--- src/rtl/reset_sequencer.sv ---
// Reset sequencer: holds every downstream domain in reset, then releases them one
// at a time in ascending order, each after its own programmable delay.
module reset_sequencer #(
    parameter int NUM_DOM  = 4,
    parameter int CNT_W    = 8,
    parameter int HOLD_CYC = 16
) (
    input  logic                     CLK,
    input  logic                     RST,
    input  logic                     SW_RST,
    input  logic [NUM_DOM*CNT_W-1:0] DLY_CFG,
    output logic [NUM_DOM-1:0]       DOM_RST_N,
    output logic                     SEQ_DONE,
    output logic                     BUSY
);

    localparam int IDX_W = (NUM_DOM > 1) ? $clog2(NUM_DOM) : 1;
    localparam logic [CNT_W-1:0] HOLD_LAST = CNT_W'(HOLD_CYC - 1);
    localparam logic [IDX_W-1:0] LAST_IDX  = IDX_W'(NUM_DOM - 1);

    typedef enum logic [1:0] {HOLD, WAIT, DONE} state_t;

    state_t                          state, state_nxt;
    logic [CNT_W-1:0]                cnt, cnt_nxt;
    logic [IDX_W-1:0]                idx, idx_nxt;
    logic [NUM_DOM-1:0]              dom_nxt;
    logic                            done_nxt, busy_nxt;
    logic [NUM_DOM-1:0][CNT_W-1:0]   dly;
    logic [CNT_W-1:0]                cur_dly;

    for (genvar i = 0; i < NUM_DOM; i++) begin : g_dly
        assign dly[i] = DLY_CFG[i*CNT_W +: CNT_W];
    end

    // Delay is read live so a shortened value takes effect on the next edge.
    assign cur_dly = dly[idx];

    always_comb begin
        state_nxt = state;
        cnt_nxt   = cnt;
        idx_nxt   = idx;
        dom_nxt   = DOM_RST_N;
        done_nxt  = SEQ_DONE;
        busy_nxt  = BUSY;
        if (SW_RST) begin
            state_nxt = HOLD;
            cnt_nxt   = '0;
            idx_nxt   = '0;
            dom_nxt   = '0;
            done_nxt  = 1'b0;
            busy_nxt  = 1'b1;
        end else begin
            case (state)
                HOLD: begin
                    dom_nxt  = '0;
                    done_nxt = 1'b0;
                    busy_nxt = 1'b1;
                    if (cnt == HOLD_LAST) begin
                        cnt_nxt   = '0;
                        idx_nxt   = '0;
                        state_nxt = WAIT;
                    end else begin
                        cnt_nxt = cnt + 1'b1;
                    end
                end
                WAIT: begin
                    // cnt stops at cur_dly, so it can never wrap.
                    if (cnt >= cur_dly) begin
                        dom_nxt[idx] = 1'b1;
                        cnt_nxt      = '0;
                        if (idx == LAST_IDX) begin
                            state_nxt = DONE;
                            done_nxt  = 1'b1;
                            busy_nxt  = 1'b0;
                        end else begin
                            idx_nxt = idx + 1'b1;
                        end
                    end else begin
                        cnt_nxt = cnt + 1'b1;
                    end
                end
                DONE: begin
                    dom_nxt  = '1;
                    done_nxt = 1'b1;
                    busy_nxt = 1'b0;
                end
                default: begin
                    state_nxt = HOLD;
                    cnt_nxt   = '0;
                    idx_nxt   = '0;
                    dom_nxt   = '0;
                    done_nxt  = 1'b0;
                    busy_nxt  = 1'b1;
                end
            endcase
        end
    end

    always_ff @(posedge CLK or posedge RST) begin
        if (RST) begin
            state     <= HOLD;
            cnt       <= '0;
            idx       <= '0;
            DOM_RST_N <= '0;
            SEQ_DONE  <= 1'b0;
            BUSY      <= 1'b1;
        end else begin
            state     <= state_nxt;
            cnt       <= cnt_nxt;
            idx       <= idx_nxt;
            DOM_RST_N <= dom_nxt;
            SEQ_DONE  <= done_nxt;
            BUSY      <= busy_nxt;
        end
    end

endmodule

--- config.mk ---
export PLATFORM = sky130hd
export DESIGN_NAME = reset_sequencer
export DESIGN_NICKNAME = d
export VERILOG_FILES = /design/src/rtl/reset_sequencer.sv
export SDC_FILE = /design/constraint.sdc
export NUM_CORES = 1
export LEC_CHECK = 0
export ABC_AREA = 0
export BUFFER_PORTS_ARGS = -buffer_cell sky130_fd_sc_hd__buf_4
export CAP_MARGIN = 10
export CORE_ASPECT_RATIO = 2
export CORE_UTILIZATION = 55
export CTS_BUF_LIST = sky130_fd_sc_hd__clkbuf_4 sky130_fd_sc_hd__clkbuf_8
export DETAILED_ROUTE_END_ITERATION = 8
export PLACE_DENSITY = 0.78
export RECOVER_POWER = 50
export SYNTH_ARGS = -nofsm -noshare
export SYNTH_HDL_FRONTEND = slang
export SYNTH_SLANG_ARGS = --single-unit
--- constraint.sdc ---
create_clock -name CLK -period 3.6 [get_ports CLK]
set_clock_uncertainty 0.1 [all_clocks]
set_input_delay 0.36 -clock CLK [delete_from_list [all_inputs] [get_ports CLK]]
set_output_delay 0.36 -clock CLK [all_outputs]
set_load 0.01 [all_outputs]
==> implementation parameters <==
Parameter                              Value

STA
  Minimum clock period after layout    3.21 ns
  Tightest Pin Transition    0.714 ns
  Remaining max-slew budget at the tightest pin    0.523
  FMAX    312 MHz
  Setup violation total in the final timing report    0
  RSZ-0062 raised after global routing    no
  Final clock period utilization by the worst path    0.891
  Hold violation total from the final report    0
  Fin Setup TNS    0 ns
  Final Max Tran Viols    0

Synthesis
  Share of Yosys cell area claimed by the top area cell type    0.266
  Part of the Yosys area used for sequential elements    0.282
  Largest family of logic cells by synthesized area    compound AO/OA/AOI/OAI gates
  Commonest register cell after synthesis    dfrtp_1
  Largest cells by area after synthesis    dfrtp_1, ha_1, mux4_2, inv_1, a211oi_4
  Number of cells produced by synthesis    167
  Netlist area before placement    1600 um^2
  Synthesized-area fraction occupied by adder cells    0.133
  Cell type contributing the most total cell area after synthesis    dfrtp_1
  Count of state elements after synthesis    18
  Net count of the mapped netlist    219
  Post-synthesis xor/xnor area fraction    0
  Synth Area in Simple Gates    0.129
  Number of warnings issued by yosys    0
  Post-synth cell types    44
  Compound-gate portion of the synthesized area    0.252
  Proportion of synthesized flip-flops having asynchronous set or reset    1.00
  Leading cell type by number of instances after synthesis    inv_1
  Mean post-synth cell area    9.59 um^2
  Top cell types by occurrence after synthesis    inv_1, dfrtp_1, ha_1, nand2_1
  Number of flops mapped to enable cells by yosys    0
  Mux contribution to synthesized area    0.126

Placement
  Placed cells    231
  Placed inst area    1910 um^2
  Port bufs    40
  Placed wire-length estimate    3.46 mm
  RD Place Congestion    0.810

Layout
  Synthesis-to-finish area growth    22.2%
  Antenna Cells    0
  Net total in the final layout    259
  Final standard cell count with taps included and fillers excluded    235
  Count of filler cells inserted in the layout    226
  Ratio of cells with drive above 1 in the final layout    0.306
  Final Cell Area    1960 um^2

Setup path
  FF-to-FF Start    idx[0]
  Crit path arrival time    3.27 ns
  Worst r2r path cells    7
  Critical path peak fanout    12
  Capture instance of the worst register-to-register path    cnt[4]
  Type of the worst setup path    reg2reg
  End of the critical path    cnt[4]
  Critical path launch point type    flop
  Critical path data required time    3.66 ns
  Critical path launch point    idx[0]
  Endpoint type of the worst setup path    flop
  Register-to-Register Setup Slack    0.39 ns

Detailed routing
  Initial DRT Pass Iterations    4
  Via density    6.33
  Wire length per cell after detailed routing    18.1 um
  Final routed DRC violation total    0
  Overall routed net length    4.25 mm
  Number of DRC markers after the initial detailed-route iteration    46
  Number of nets still failing antenna checks after routing    0
  Via count    1487

Floorplan
  Placeable Area    2770 um^2
  Core Rows    27
  Number of ports placed on the die boundary    41
  Die area    3140 um^2
  Initial standard-cell utilization of the core    0.578
  Die Span Y    78.3 um
  X dimension of the die    40.2 um

GRT
  Number of global-route vias before repair    1422
  Wire length of the first global-routing pass    6.42 mm
  Global route total overflow    0
  Maximum number of pins on one net before global-route repair    19
  Global-route usage over all layers    0.295
  Antenna violations before repair    0

Run
  Reported max-cap violation count    0

CTS
  Number of post-CTS setup repair buffers    0
  Htree depth    1
  Hold-fix buffers, CTS    0
  CTS clk-pin slew, worst paths    0.07 ns
  Clock insertion delay at the later pin of the skew report    0.26 ns
  Clock sink count    18
  Number of buffers created by CTS    3
  Clock buffer depth    2
  Post-CTS resize count    0
  Clock tree from TritonCTS    built
  CTS root buffer    clkbuf_8

Power and ir drop
  Tot Pwr    979 uW
  Largest vdd supply drop    0.498 mV
  Cell Pwr Density    500 nW/um^2
  Static leakage    0.000900 uW

Run status
  Outcome    finished clean

Hold path
  Worst min path class    in2async
==> cell type report <==
type / count / area (um^2) / area share
inverters: 27 / 101 / 0.0518
well taps: 29 / 36.3 / 0.0185
flip-flops and latches: 18 / 452 / 0.231
repair buffers: 40 / 289 / 0.148
multi-input cells: 117 / 1020 / 0.523
clock buffers: 4 / 55.1 / 0.0281
==> per-stage QoR <==
step           worst slack, ns  hold WS [ns]   util
6_report                 0.393         0.120  0.706
5_1_grt                  0.298         0.199  0.706
4_1_cts                  0.402         0.144  0.710
3_5_place_dp             0.421         0.416  0.691
3_3_place_gp             0.531         0.402  0.691
2_1_floorplan            0.716         0.198      -
==> layout by cell type, fill, tap and decap left out, drive strengths merged, types with 2 or more instances in the layout <==
cell type   n
a211oi      3
a21o        2
a21oi       8
a221oi      2
a31o        4
a32oi       4
and3        3
buf        36
clkbuf      8
dfrtp      17
ha         17
inv        26
mux4        8
nand2      10
nand2b      2
nand3       8
nand4       3
nor2        6
nor3        5
o21ai       8
o21bai      2
o22ai       6
o31a        3
==> registers in the layout (all words and copies together), names as in the netlist <==
| signal | count |
|---|---|
| cnt | 8 |
| idx | 2 |
| state | 2 |
| BUSY | 1 |
| SEQ_DONE | 1 |
| DOM_RST_N | 4 |
==> per-layer routing <==
metal  global-route usage  vias to the layer above  part of all wire
met2                0.550                       42              0.59
met1                0.288                      726              0.34
met5                    0                        -                 0
li1                     -                      702                 -
met3               0.0254                       17             0.032
met4                0.134                        0             0.038
==> worst min-delay path by stage <==
stage / slack, ns / end / cells after the start / from
6_report: 0.12 / cnt[4] / 2 / RST
5_1_grt: 0.20 / cnt[0] / 2 / RST
4_1_cts: 0.14 / state[0] / 2 / RST
3_5_place_dp: 0.42 / DOM_RST_N[1] / 2 / DOM_RST_N[1]
3_3_place_gp: 0.40 / cnt[0] / 2 / RST
2_1_floorplan: 0.20 / DOM_RST_N[0] / 1 / RST
==> cells by family (layout without fill, tap and decap cells) <==
kind of cell             count (synthesis)  count (layout)
AO/OA/AOI/OAI                           50              50
adder cells (fa/ha/maj)                 17              17
buffers and inverters                   32              71
flip-flops                              18              18
multiplexers                            10              10
AND/OR/NAND/NOR                         40              40
==> critical path, stage by stage (launching register included) <==
cell and delay [ns]:
dfrtp_1 0.71, mux4_2 0.59, ha_1 0.29, nand2b_4 0.14
a2111o_1 0.50, a211oi_4 0.39, a21oi_2 0.17, o311ai_2 0.23
==> power breakdown <==
group,switching [uW],leakage (uW),internal [uW]
clock network,72.9,0.0000288,97.3
logic,261,0.000629,252
registers,55.8,0.000243,240
Power figures use the tool's default switching activity.
